==> src/rtl/stall_flush_ctrl_pkg.sv <==
// Shared definitions for the IF/ID stall/flush controller.
//   sfc_state_e   : action recorded by the controller FSM each cycle
//   NOP_INSTR_DEF : instruction word loaded into IF/ID on flush and reset
//   CNT_W_DEF     : default width of the performance counters
package stall_flush_ctrl_pkg;

  typedef enum logic [1:0] {
    ST_RUN   = 2'd0,
    ST_STALL = 2'd1,
    ST_FLUSH = 2'd2
  } sfc_state_e;

  localparam logic [31:0] NOP_INSTR_DEF = 32'h0000_0000;
  localparam int          CNT_W_DEF     = 32;

endpackage

==> src/rtl/stall_flush_ctrl_sat_counter.sv <==
// Saturating up-counter with synchronous active-high clear.
//   clk   : rising-edge clock
//   reset : synchronous clear to zero, wins over inc
//   inc   : add one this cycle unless already all-ones
//   count : current count
module sat_counter #(
  parameter int W = 8
) (
  input  logic         clk,
  input  logic         reset,
  input  logic         inc,
  output logic [W-1:0] count
);

  logic [W-1:0] count_q;
  logic [W-1:0] count_d;

  always_comb begin
    count_d = count_q;
    if (inc && (count_q != '1)) count_d = count_q + W'(1);
  end

  always_ff @(posedge clk) begin
    if (reset) count_q <= '0;
    else       count_q <= count_d;
  end

  assign count = count_q;

endmodule

==> src/rtl/stall_flush_ctrl.sv <==
// IF/ID pipeline register owner and stall/flush controller.
// Inputs : clk, reset (sync, active-high), data_hazard (stall request for the
//          instruction in ID), ID_Redirect (taken branch/jump in ID),
//          IF_Instruction / IF_PC_plus4 (fetched word and its PC+4).
// Outputs: PC_Write, ID_EX_Bubble (combinational), IF_ID_Instruction,
//          IF_ID_PC_plus4, IF_ID_Valid (registered IF/ID), stall_count,
//          flush_count (saturating), stall_timeout (sticky watchdog).
module stall_flush_ctrl
  import stall_flush_ctrl_pkg::*;
#(
  parameter int          CNT_W     = CNT_W_DEF,
  parameter int          MAX_STALL = 3,
  parameter logic [31:0] NOP_INSTR = NOP_INSTR_DEF
) (
  input  logic             clk,
  input  logic             reset,
  input  logic             data_hazard,
  input  logic             ID_Redirect,
  input  logic [31:0]      IF_Instruction,
  input  logic [31:0]      IF_PC_plus4,
  output logic             PC_Write,
  output logic             ID_EX_Bubble,
  output logic [31:0]      IF_ID_Instruction,
  output logic [31:0]      IF_ID_PC_plus4,
  output logic             IF_ID_Valid,
  output logic [CNT_W-1:0] stall_count,
  output logic [CNT_W-1:0] flush_count,
  output logic             stall_timeout
);

  localparam int             RUN_W   = $clog2(MAX_STALL + 1) + 1;
  localparam logic [RUN_W-1:0] MAX_RUN = RUN_W'(MAX_STALL);

  logic             stall;
  logic             flush;
  logic [31:0]      instr_q, instr_d;
  logic [31:0]      pc4_q,   pc4_d;
  logic             valid_q, valid_d;
  logic             timeout_q, timeout_d;
  logic [RUN_W-1:0] stall_run;
  sfc_state_e       state_q, state_d;

  // A stalled instruction's operands are stale, so its redirect is not
  // trusted; an empty IF/ID can neither stall nor redirect.
  assign stall = data_hazard & valid_q;
  assign flush = ID_Redirect & valid_q & ~data_hazard;

  assign PC_Write     = ~stall;
  assign ID_EX_Bubble = stall | ~valid_q;

  always_comb begin
    instr_d = instr_q;
    pc4_d   = pc4_q;
    valid_d = valid_q;
    if (stall) begin
      // hold all fields
    end else if (flush) begin
      instr_d = NOP_INSTR;
      pc4_d   = IF_PC_plus4;
      valid_d = 1'b0;
    end else begin
      instr_d = IF_Instruction;
      pc4_d   = IF_PC_plus4;
      valid_d = 1'b1;
    end
  end

  always_ff @(posedge clk) begin
    if (reset) begin
      instr_q <= NOP_INSTR;
      pc4_q   <= '0;
      valid_q <= 1'b0;
    end else begin
      instr_q <= instr_d;
      pc4_q   <= pc4_d;
      valid_q <= valid_d;
    end
  end

  assign IF_ID_Instruction = instr_q;
  assign IF_ID_PC_plus4    = pc4_q;
  assign IF_ID_Valid       = valid_q;

  // FSM records the action taken in the cycle.
  always_comb begin
    state_d = ST_RUN;
    if (stall)      state_d = ST_STALL;
    else if (flush) state_d = ST_FLUSH;
  end

  always_ff @(posedge clk) begin
    if (reset) state_q <= ST_RUN;
    else       state_q <= state_d;
  end

  // After a flush IF/ID is empty, so a second consecutive flush cannot occur.
  a_flush_single: assert property (@(posedge clk) disable iff (reset)
    (state_q == ST_FLUSH) |-> !flush);

  sat_counter #(.W(CNT_W)) u_stall_cnt (
    .clk   (clk),
    .reset (reset),
    .inc   (stall),
    .count (stall_count)
  );

  sat_counter #(.W(CNT_W)) u_flush_cnt (
    .clk   (clk),
    .reset (reset),
    .inc   (flush),
    .count (flush_count)
  );

  // Length of the current consecutive stall run; any non-stall cycle clears it.
  sat_counter #(.W(RUN_W)) u_stall_run (
    .clk   (clk),
    .reset (reset | ~stall),
    .inc   (stall),
    .count (stall_run)
  );

  // Sticky: set when a stall continues past MAX_STALL cycles; does not
  // release the stall itself.
  assign timeout_d = timeout_q | (stall & (stall_run >= MAX_RUN));

  always_ff @(posedge clk) begin
    if (reset) timeout_q <= 1'b0;
    else       timeout_q <= timeout_d;
  end

  assign stall_timeout = timeout_q;

endmodule

==> config.mk <==
export PLATFORM = sky130hd
export DESIGN_NAME = stall_flush_ctrl
export DESIGN_NICKNAME = d
export VERILOG_FILES = /design/src/rtl/stall_flush_ctrl_pkg.sv /design/src/rtl/stall_flush_ctrl_sat_counter.sv /design/src/rtl/stall_flush_ctrl.sv
export SDC_FILE = /design/constraint.sdc
export NUM_CORES = 1
export LEC_CHECK = 0
export ABC_AREA = 1
export CAP_MARGIN = 20
export CORE_MARGIN = 5
export CORE_UTILIZATION = 50
export DETAILED_ROUTE_END_ITERATION = 16
export GPL_TIMING_DRIVEN = 0
export PLACE_DENSITY = 0.89
export SLEW_MARGIN = 40
export SYNTH_ARGS = -nofsm -noshare
export SYNTH_HDL_FRONTEND = slang
export SYNTH_SLANG_ARGS = --single-unit
==> constraint.sdc <==
create_clock -name clk -period 3.94 [get_ports clk]
set_input_delay 0.788 -clock clk [delete_from_list [all_inputs] [get_ports clk]]
set_output_delay 0.788 -clock clk [all_outputs]
set_load 0.02 [all_outputs]
# Word level (Yosys, flattened, before mapping)
# Index checks and enable logic that the tools add are counted.
[totals]
ff_bits = 133
inputBits = 68
out_inout_bits = 132
wordCells = 29
[op_classes]
addsub = 3
order_cmp = 1
eq_ne = 3
mux = 2
bitwise_logic = 10
reduce_logical = 3
[ops]
columns = ["cell", "count"]
rows = [
  ["$add A32 B1 Y32 const B", 2],
  ["$ne A32 B32 Y1 const B", 2],
  ["$mux W32", 1],
  ["$and A1 B1 Y1", 4],
  ["$add A3 B1 Y3 const B", 1],
  ["$ge A3 B2 Y1 const B", 1],
  ["$logic_and A1 B1 Y1", 3],
  ["$ne A3 B3 Y1 const B", 1],
  ["$not A1 Y1", 3],
  ["$or A1 B1 Y1", 3],
  ["$mux W1", 1],
]

# Depth between registers and ports, before layout
[depth]
ltp_word = 3
depth_mapped = 11
depth_no_buf = 11

# Hierarchy
# From an unflattened synthesis, not the netlist that was laid out.
[unflattened]
cells_unflattened = 1034
hier_area_um2 = 7025.5
[modules_own_cells]
columns = ["module", "n_inst", "cells_per_inst", "area_per_inst_um2", "seq_area_each_um2"]
rows = [
  ["sat_counter at u_flush_cnt ...", 2, 324, 2062.0, 640.6],
  ["stall_flush_ctrl", 1, 363, 2742.6, 1321.3],
  ["sat_counter at u_stall_run", 1, 23, 158.9, 60.1],
]

# Least setup slack after synthesis
# Ideal clock, no wire load.
[synth_timing]
path_type = "input to output"
startpoint = "input port data_hazard"
endpoint = "output port PC_Write"
arrival_ns = 1.499
required_ns = 3.152
slack_ns = 1.653
cell_stages = 3
path_buffers = 2
path_cell_list = "nand2_2 -> clkbuf_1 -> clkbuf_1"
[synth_via]
elab_chain_cells = 2
[synth_lines]
columns = ["item", "line", "source"]
rows = [
  ["from (decl)", "stall_flush_ctrl.sv:17", "input logic data_hazard,"],
  ["$and A1 B1 Y1", "stall_flush_ctrl.sv:45", "assign stall = data_hazard & valid_q;"],
  ["$not A1 Y1", "stall_flush_ctrl.sv:48", "assign PC_Write = ~stall;"],
  ["to (decl)", "stall_flush_ctrl.sv:21", "output logic PC_Write,"],
]
# Every way passes these cells.

# Final worst setup path
# Same ends and word-level chain as after synthesis.

==> results.md <==
Worst setup path
* **kind of start point of the critical path** input pin
* **slowest CP cell** sky130_fd_sc_hd__clkdlybuf4s50_1
* **r2r setup slk** 2.06 ns
* **Critical Path RT** 3.15 ns
* **critical path's largest stage delay** 0.68 ns
* **Arr. time, crit path** 2.96 ns
* **endpoint type of the worst setup path** output pin
* **r2r endpoint** u_flush_cnt.count[31]$_SDFFE_PP0P_
* **CP Class** input pin to output pin
* **reg-to-reg startpoint** IF_ID_Valid$_SDFFE_PP0N_
* **crit-path cells** clkdlybuf4s50_1 > nand2_2 > clkbuf_1 > clkbuf_1 > clkdlybuf4s50_1
* **biggest fanout along the worst timing path** 10
* **cell count of the worst reg-to-reg path** 9

Place
* **final weighted congestion of routability-driven global placement** 0.960
* **detailed-placement wirelength estimate** 14900 µm
* **port bufs** 199
* **dpl cells** 1286

Layout
* **Inserted Diodes** 0
* **final layout net count** 1210
* **number of filler cells placed in the layout** 958
* **fraction of final layout cells sized beyond drive strength 1** 0.0626
* **commonest cells after routing, fill and taps aside** sky130_fd_sc_hd__nor2_1 (262), sky130_fd_sc_hd__clkdlybuf4s50_1 (199), sky130_fd_sc_hd__nand2_1 (176)
* **most frequent standard cell in the layout excluding fill and tap cells** sky130_fd_sc_hd__nor2_1
* **non-filler instance count after layout** 1318
* **area added between synthesis and finish** 45.1%

Clocking
* **sink count of the clock tree** 133
* **TritonCTS clock tree** yes
* **latest clock arrival within the worst-skew pair** 0.43 ns
* **Clock Root Buffer** sky130_fd_sc_hd__clkbuf_16
* **maximum buffer depth of the clock tree** 2
* **clock input transition at the sequential cells of the worst setup and hold paths** 0.06 ns
* **post-cts sizing count** 0
* **level count of the clock H-tree** 4
* **post-CTS setup buffers** 0
* **TritonCTS Buffers** 17
* **cts-stage hold buffer count** 0

Detailed routing
* **number of vias per cell** 5.26
* **number of design-rule violations left by the first detailed-router iteration** 589
* **remaining routing DRC violations** 0
* **Final ANT Viol Nets** 0
* **vias post-DR** 6932
* **final wirelength** 20100 µm
* **per-cell routed wire length** 15.2 µm
* **Initial DRT Pass Iterations** 5

Hold path
* **hold path start** stall_timeout$_SDFF_PP0_
* **Worst Hold Path EP** stall_timeout$_SDFF_PP0_
* **cell count of the worst hold path** 2
* **worst hold-check path type** flop to flop

Global route
* **first-pass GRT wire length** 32000 µm
* **via count of the first global-routing pass** 6621
* **GRT Resource Usage Total** 0.272
* **grt ovf** 0
* **antenna violations before repair** 0
* **largest net degree at the start of global routing** 17

Die
* **Die Span X** 122 µm
* **boundary pin count** 200
* **core footprint** 0.0121 mm²
* **height of the chip** 122 µm
* **Die Outline Area** 0.0148 mm²
* **initial standard-cell utilization of the core** 0.513
* **Std-Cell Rows** 40

Yosys
* **sequential cell area fraction in the yosys report** 0.428
* **synth top area cells** sky130_fd_sc_hd__dfxtp_1 (43%), sky130_fd_sc_hd__nor2_1 (16%), sky130_fd_sc_hd__nand2_1 (11%)
* **library cell with the largest summed area after synthesis** sky130_fd_sc_hd__dfxtp_1
* **count of synthesis-stage warnings from yosys** 0
* **net count after synthesis** 992
* **Synth top area share** 0.428
* **Cell Area, Synth** 0.00622 mm²
* **post-synthesis instance total** 919
* **flip-flop and latch count after synthesis** 133
* **Synth Area per Inst** 6.77 µm²
* **count of unique library cells instantiated by Yosys** 31

STA
* **max-slew violations** 0
* **final worst-path cycle share** 0.950
* **unrepaired setup endpoints after global routing** false
* **skew final** 0.00729 ns
* **setup total negative slack** 0 ns
* **minimum clock period** 3.74 ns
* **Final setup violation count** 0
* **FMAX** 267 MHz
* **worst slew margin relative to its limit** 0.598
* **Least-Margin Pin Slew** 0.602 ns
* **count of final hold-check violations** 0

Pwr
* **overall power consumption** 3.42 mW
* **Pwr Density** 379 mW/mm²
* **worst vdd ir** 407 µV
* **leakage power** 3.47 nW

Job
* **count of max-cap constraint violations** 0

Run status
* **outcome** finished, final reports clean

==> metrics by stage <==
| step | hold slack, ns | setup slack, ns | instance area [µm²] | util |
|---|---|---|---|---|
| global route | 0.525 | 0.103 | 9020 | 0.745 |
| global placement | 0.456 | 0.125 | 8420 | 0.695 |
| finish | 0.473 | 0.197 | 9020 | 0.745 |
| CTS | 0.474 | 0.202 | 9020 | 0.745 |
| floorplan | 0.466 | 1.65 | 6220 | - |
| detailed placement | 0.461 | 0.204 | 8420 | 0.695 |
==> report_power, final <==
group | internal (mW) | total [mW] | leakage (nW) | switching [mW]
Sequential | 1.40 | 1.43 | 1.09 | 0.0296
Combinational | 0.188 | 0.389 | 2.09 | 0.201
Clock | 1.00 | 1.61 | 0.290 | 0.606
Total | 2.59 | 3.42 | 3.47 | 0.837
==> flip-flops by register name, summed over array words and instances (netlist names) <==
name / count
u_stall_run.count: 3
IF_ID_PC_plus4: 32
stall_timeout: 1
IF_ID_Valid: 1
u_flush_cnt.count: 32
IF_ID_Instruction: 32
u_stall_cnt.count: 32
==> layer usage <==
| metal | vias to the layer above | global-route usage | wire length (µm) | share of wire |
|---|---|---|---|---|
| li1 | 3413 | - | - | - |
| met1 | 3151 | 0.316 | 7940 | 0.40 |
| met2 | 323 | 0.448 | 9580 | 0.48 |
| met3 | 45 | 0.111 | 2110 | 0.11 |
| met4 | 0 | 0.109 | 434 | 0.022 |
| met5 | - | 0 | 0 | 0 |
==> synthesized netlist by cell type <==
library cell / instances
sky130_fd_sc_hd__a22oi_1: 32
sky130_fd_sc_hd__buf_2: 10
sky130_fd_sc_hd__nor2_4: 2
sky130_fd_sc_hd__a211oi_1: 1
sky130_fd_sc_hd__o21ai_1: 1
sky130_fd_sc_hd__nor2_2: 6
sky130_fd_sc_hd__nor2_1: 262
sky130_fd_sc_hd__ha_1: 5
sky130_fd_sc_hd__inv_1: 63
sky130_fd_sc_hd__o21ai_0: 41
sky130_fd_sc_hd__a211o_1: 1
sky130_fd_sc_hd__nand3_2: 2
sky130_fd_sc_hd__buf_6: 6
sky130_fd_sc_hd__nand3_1: 61
sky130_fd_sc_hd__nor3_1: 7
sky130_fd_sc_hd__a21oi_2: 10
sky130_fd_sc_hd__buf_1: 1
sky130_fd_sc_hd__nand2_1: 176
sky130_fd_sc_hd__dfxtp_1: 133
sky130_fd_sc_hd__xor2_1: 2
sky130_fd_sc_hd__nand4_1: 20
sky130_fd_sc_hd__inv_2: 1
sky130_fd_sc_hd__nand2_2: 3
sky130_fd_sc_hd__a21oi_1: 44
sky130_fd_sc_hd__o21bai_1: 1
sky130_fd_sc_hd__nand3b_1: 1
sky130_fd_sc_hd__nor3b_1: 1
sky130_fd_sc_hd__clkinv_1: 1
sky130_fd_sc_hd__and2_1: 3
sky130_fd_sc_hd__or2_2: 1
sky130_fd_sc_hd__clkbuf_1: 21
==> cell type report <==
cell class              instances  area [µm²]  share of cell area
plain buffers                  38         200              0.0222
inverters                      65         244              0.0270
flip-flops and latches        133        2660               0.295
clock buffers                  22         484              0.0537
multi-input cells             683        3110               0.345
well taps                     168         210              0.0233
repair buffers                199        1990               0.221
clock inverters                10         119              0.0132
==> how the worst max path moves through the flow <==
stage	start	to	slack, ns	cells after the start
4_1_cts	data_hazard	PC_Write	0.20	5
3_5_place_dp	data_hazard	PC_Write	0.20	5
3_3_place_gp	data_hazard	PC_Write	0.13	5
6_report	data_hazard	PC_Write	0.20	5
2_1_floorplan	data_hazard	PC_Write	1.65	3
5_1_grt	data_hazard	PC_Write	0.10	5
==> logic make-up (layout without fill, tap and decap cells) <==
logic type | Yosys count | count (layout) | share of synthesized area
and+or+nand+nor | 545 | 545 | 0.362
DFF | 133 | 133 | 0.428
AOI/OAI and AO/OA | 131 | 131 | 0.126
buffers and inverters | 103 | 334 | 0.0714
adders and majority gates | 5 | 5 | 0.0101
xor gates and xnor gates | 2 | 2 | 0.00282
==> critical path, delay by kind of cell <==
family	cells	cell delay [ns]
simple gates	1	0.20
buf+inv	4	1.97
Note: power is estimated with default switching activity, not from simulation.
